$ cat src/rtl/ad_ram_burst_writer.sv
// rtl/ad_ram_burst_writer.sv - FIFO-to-RAM burst writer, circular region; RAMWR_ONESHOT_EN stops after one region pass
module ad_ram_burst_writer #(
    parameter int DATA_W     = 16,
    parameter int ADDR_W     = 22,
    parameter int BURST_LEN  = 8,
    parameter int BASE_ADDR  = 0,
    parameter int REGION_LEN = 4096
) (
    input  logic              clk,
    input  logic              reset,
    input  logic              enable,
    input  logic              fifo_empty,
    input  logic [DATA_W-1:0] fifo_q,
    output logic              fifo_rdreq,
    output logic              ram_wr_req,
    output logic [ADDR_W-1:0] ram_wr_addr,
    input  logic              ram_wr_ack,
    input  logic              ram_data_req,
    output logic [DATA_W-1:0] ram_wr_data,
    output logic              busy,
    output logic              wrap_pulse,
    output logic [15:0]       burst_cnt
);

    localparam int CNT_W = $clog2(BURST_LEN) + 1;
    localparam int IDX_W = $clog2(BURST_LEN);
    localparam logic [CNT_W-1:0]  BL_C   = CNT_W'(BURST_LEN);
    localparam logic [CNT_W-1:0]  LAST_C = CNT_W'(BURST_LEN - 1);
    localparam logic [ADDR_W-1:0] BASE_A = ADDR_W'(BASE_ADDR);
    localparam logic [ADDR_W-1:0] END_A  = ADDR_W'(BASE_ADDR + REGION_LEN);
    localparam logic [ADDR_W-1:0] STEP_A = ADDR_W'(BURST_LEN);

    typedef enum logic [2:0] {
        S_IDLE,
        S_FILL,
        S_REQ,
        S_BURST,
        S_ADV
`ifdef RAMWR_ONESHOT_EN
        , S_DONE
`endif
    } state_t;

    state_t            state, state_n;
    logic [CNT_W-1:0]  rd_issued;
    logic [CNT_W-1:0]  wr_idx;
    logic [CNT_W-1:0]  out_idx;
    logic              rd_d1;
    logic [DATA_W-1:0] sample_buf [BURST_LEN];
    logic [ADDR_W-1:0] next_addr;
    logic              addr_wraps;

    assign next_addr  = ram_wr_addr + STEP_A;
    assign addr_wraps = (next_addr == END_A);

    // Word presented to the controller; zero outside a burst so the bus idles clean
    assign ram_wr_data = (state == S_BURST) ? sample_buf[out_idx[IDX_W-1:0]] : '0;

    // Next-state and control outputs, all decoded from registered state
    always_comb begin
        state_n    = state;
        fifo_rdreq = 1'b0;
        ram_wr_req = 1'b0;
        busy       = 1'b1;
        wrap_pulse = 1'b0;
        case (state)
            S_IDLE: begin
                busy = 1'b0;
                if (enable) state_n = S_FILL;
            end
            S_FILL: begin
                fifo_rdreq = !fifo_empty && (rd_issued < BL_C);
                if (wr_idx == BL_C) state_n = S_REQ;
            end
            S_REQ: begin
                ram_wr_req = 1'b1;
                if (ram_wr_ack) state_n = S_BURST;
            end
            S_BURST: begin
                if (ram_data_req && out_idx == LAST_C) state_n = S_ADV;
            end
            S_ADV: begin
                wrap_pulse = addr_wraps;
                state_n    = enable ? S_FILL : S_IDLE;
`ifdef RAMWR_ONESHOT_EN
                if (addr_wraps) state_n = S_DONE;
`endif
            end
`ifdef RAMWR_ONESHOT_EN
            S_DONE: begin
                busy = 1'b0;
                if (!enable) state_n = S_IDLE;
            end
`endif
            default: state_n = S_IDLE;
        endcase
    end

    // State register, counters, address and burst counter
    always_ff @(posedge clk or posedge reset) begin
        if (reset) begin
            state       <= S_IDLE;
            rd_issued   <= '0;
            wr_idx      <= '0;
            out_idx     <= '0;
            rd_d1       <= 1'b0;
            ram_wr_addr <= BASE_A;
            burst_cnt   <= 16'd0;
        end else begin
            state <= state_n;
            rd_d1 <= fifo_rdreq;
            if (state_n == S_FILL && state != S_FILL) begin
                rd_issued <= '0;
                wr_idx    <= '0;
            end else if (state == S_FILL) begin
                if (fifo_rdreq) rd_issued <= rd_issued + 1'b1;
                if (rd_d1)      wr_idx    <= wr_idx + 1'b1;
            end
            if (state == S_REQ && ram_wr_ack) out_idx <= '0;
            if (state == S_BURST && ram_data_req) out_idx <= out_idx + 1'b1;
            if (state == S_ADV) begin
                burst_cnt   <= burst_cnt + 16'd1;
                ram_wr_addr <= addr_wraps ? BASE_A : next_addr;
            end
        end
    end

    // Sample capture one cycle after each read request (normal-mode FIFO latency)
    always_ff @(posedge clk) begin
        if (rd_d1 && state == S_FILL) sample_buf[wr_idx[IDX_W-1:0]] <= fifo_q;
    end

endmodule

$ cat config.mk
export PLATFORM = sky130hd
export DESIGN_NAME = ad_ram_burst_writer
export DESIGN_NICKNAME = d
export VERILOG_FILES = /design/src/rtl/ad_ram_burst_writer.sv
export SDC_FILE = /design/constraint.sdc
export NUM_CORES = 1
export LEC_CHECK = 0
export CAP_MARGIN = 20
export CORE_UTILIZATION = 50
export DETAILED_ROUTE_END_ITERATION = 7
export GPL_ROUTABILITY_DRIVEN = 0
export PLACE_DENSITY = 0.73
export SYNTH_ARGS = -nofsm -noshare
export SYNTH_HDL_FRONTEND = slang
export SYNTH_SLANG_ARGS = --single-unit
$ cat constraint.sdc
create_clock -name clk -period 3.1 [get_ports clk]
set_clock_uncertainty 0.2 [all_clocks]
set_input_delay 0.62 -clock clk [delete_from_list [all_inputs] [get_ports clk]]
set_output_delay 0.62 -clock clk [all_outputs]
set_load 0.03 [all_outputs]
==> reports/results.tsv <==
metric	value	unit
status	complete, but fails checks	
failing checks	design-rule violations, negative setup slack	
initial core utilization	0.517	
synthesized area	7570	µm²
combinational share of power	0.247	
CTS root buf	clkbuf_16	
first-pass GRT wire length	24.4	mm
required time worst endpoint	2.28	ns
area grow syn2layout	25.3	%
worst min-delay path class	reg -> reg	
Post-Syn Instances	488	
static leakage	0.00345	µW
Tmin final	3.23	ns
CTS Buffer Depth	2	
xor/xnor share of the synthesized area	0.0520	
placed cell areas	8680	µm²
Max Slew Vio Count	0	
Synth Warn #	0	
slack of the critical path	-0.126	ns
Critical Path Start Type	register	
core area	14600	µm²
ANT nets after route	0	
Setup CP Type	reg -> out	
main combinational cell family by area after synthesis	multiplexers	
TritonCTS buffer count	17	
GR Overflow Total	0	
Routed WL	15.4	mm
Area contributors post-synth	edfxtp_1 51%, dfrtp_1 17%, mux4_2 9.5%	
final worst path period share	1.04	
DP HPWL	9.45	mm
Max-slew headroom	0.544	
ys async rst share	0.285	
Die H	125	µm
post-synthesis simple-gate area fraction	0.103	
nature of the critical path endpoint	primary output	
f_max	310	MHz
total negative slack	-0.126	ns
Crit Path Max Fanout	5	
Sw Share	0.288	
Synth Area in Compound Gates	0.0182	
# setup viols final	1	
CP max stage cell	dfrtp_1	
most frequent cells in the layout	128 x edfxtp_1, 58 x clkdlybuf4s50_1, 50 x buf_4, 45 x dfrtp_1, 44 x nor2_1	
die footprint	15600	µm²
diode count	0	
CTS Hold Bufs	0	
reg2reg setup slack	0.55	ns
sequential share of power	0.420	
vias per std cell	5.63	
fraction of layout cells with a size suffix above 1	0.243	
number of buffers added on ports	76	
number of flops mapped to enable cells by yosys	128	
count of different cell masters after synthesis	46	
Iteration-0 DRC Markers	322	
multiplexer share of the synthesized area	0.122	
Bufs and invs on worst path	1	
initial antenna violation count	0	
crit path cell chain	ha_4 -> and3_4 -> xnor2_2 -> nand4b_1 -> nor4_2 -> nand4_1 -> nor3_4 -> buf_6	
drt wl/cell	19.4	µm
Main synth FF type	edfxtp_1	
RSZ-0062 raised after global routing	yes	
Hold Fails Final Rpt	0	
clock sinks	179	
Crit path max-delay family	simple AND/OR/NAND/NOR gates	
worst vdd ir	464	µV
most common cell after layout, fill and taps aside	edfxtp_1	
vias in the first global route	4525	
CTS tree	yes	
max_cap viols	0	
share of the synthesized area in the top cell type	0.508	
fin area	9490	µm²
Cell Int Power	4710	µW
WP data arrival	2.41	ns
H-tree Lvls	4	
post-synth top area cell	edfxtp_1	
vias after detailed routing	4479	
chip width	125	µm
Pwr Density	697	nW/µm²
#FFs+latches synth	179	
Switch Pwr	1900	µW
Reg clk slew, reported paths	0.06	ns
Crit path largest cell delay	0.43	ns
post-synthesis sequential area ratio	0.676	
Syn Area/Cell	15.5	µm²
Post-Synth Adder-Cell Area	0.00991	
clock share of power	0.333	
# IOs	80	
largest net degree at the start of global routing	37	
Nets	627	
row count	44	
Pre-antenna DRT Iters	8	
DRC	10	
Worst-Skew Late Latency	0.43	ns
Least-Margin Pin Slew	0.678	ns
gr usage total	0.210	
[cells by family (layout without fill, tap and decap cells)]
| family | count (synthesis) | count (layout) |
|---|---|---|
| mux | 52 | 52 |
| xor+xnor | 45 | 45 |
| buf+inv | 31 | 153 |
| compound gates | 20 | 20 |
| fa+ha+maj | 6 | 6 |
| simple gates | 154 | 154 |
| flops | 179 | 179 |
| other cells | 1 | 3 |
[final timing paths]
| kind | cells past startpoint | startpoint | to |
|---|---|---|---|
| worst max-delay path | 8 | ram_wr_addr[3] | wrap_pulse |
| worst min-delay path | 1 | burst_cnt[15] | burst_cnt[15] |
| worst max register to register | 9 | ram_wr_addr[3] | ram_wr_addr[12] |
| worst min register to register | 1 | burst_cnt[15] | burst_cnt[15] |
| max in group asynchronous | 3 | reset | ram_wr_addr[7] |
| min in group asynchronous | 2 | reset | state[2] |
[power groups by stage]
stage	registers, µW	clock network [µW]	logic, µW
after floorplan	2780	0	1130
after global placement	2820	0	1620
after detailed placement	2820	0	1640
after CTS	2770	2230	1660
after global routing	2790	2330	1770
final	2780	2200	1640
[Yosys cell counts, types with 3 or more instances]
master	n
xnor2_1	30
and3_1	7
nand2_1	35
nand4_1	8
nor3_1	14
nor4_1	6
nand3_1	16
nor2b_1	3
a21oi_1	3
nand2b_1	4
edfxtp_1	128
o21ai_0	6
mux4_2	32
ha_1	6
dfrtp_1	51
xor2_1	15
inv_1	6
mux2i_1	19
buf_2	10
clkbuf_1	9
nor2_1	45
buf_4	4
[flip-flops by register name, indices dropped and copies added (netlist names)]
signal	count
sample_buf	128
ram_wr_addr	19
out_idx	4
rd_d1	1
state	3
wr_idx	4
rd_issued	4
burst_cnt	16
[layout make-up]
cell class / count / area [µm²]
well taps: 184 / 230
multi-input cells: 280 / 2430
clock inverters: 13 / 171
inverters: 6 / 22.5
repair buffers: 115 / 1070
flip-flops and latches: 179 / 5130
fillers: 1027 / 5160
clock buffers: 19 / 433
[per-stage QoR]
stage                     setup slack [ns]  utilization  instances  hold WS (ns)  power, µW
after global routing                -0.231        0.648        796         0.285       6890
after detailed placement             0.146        0.593        752         0.263       4470
final                               -0.126        0.648        796         0.273       6610
after floorplan                     0.0556            -        490         0.282       3920
after global placement               0.267        0.593        752         0.262       4430
after CTS                          -0.0326        0.644        793         0.275       6670
[per-layer routing]
metal | global-route usage | vias to the layer above | part of all wire | wire length (µm)
met3 | 0.0501 | 26 | 0.046 | 716
met5 | 0 | - | 0 | 0
li1 | - | 2060 | - | -
met2 | 0.331 | 119 | 0.49 | 7590
met1 | 0.282 | 2274 | 0.44 | 6730
met4 | 0.0890 | 0 | 0.025 | 392
[timing repair]
action / CTS / global route
endpoints found under the setup margin: 1 / 2
buffers inserted: 9 / 3
pin swaps: 8 / 7
gates resized for setup: 18 / 6
(Power assumes the default switching activity.)
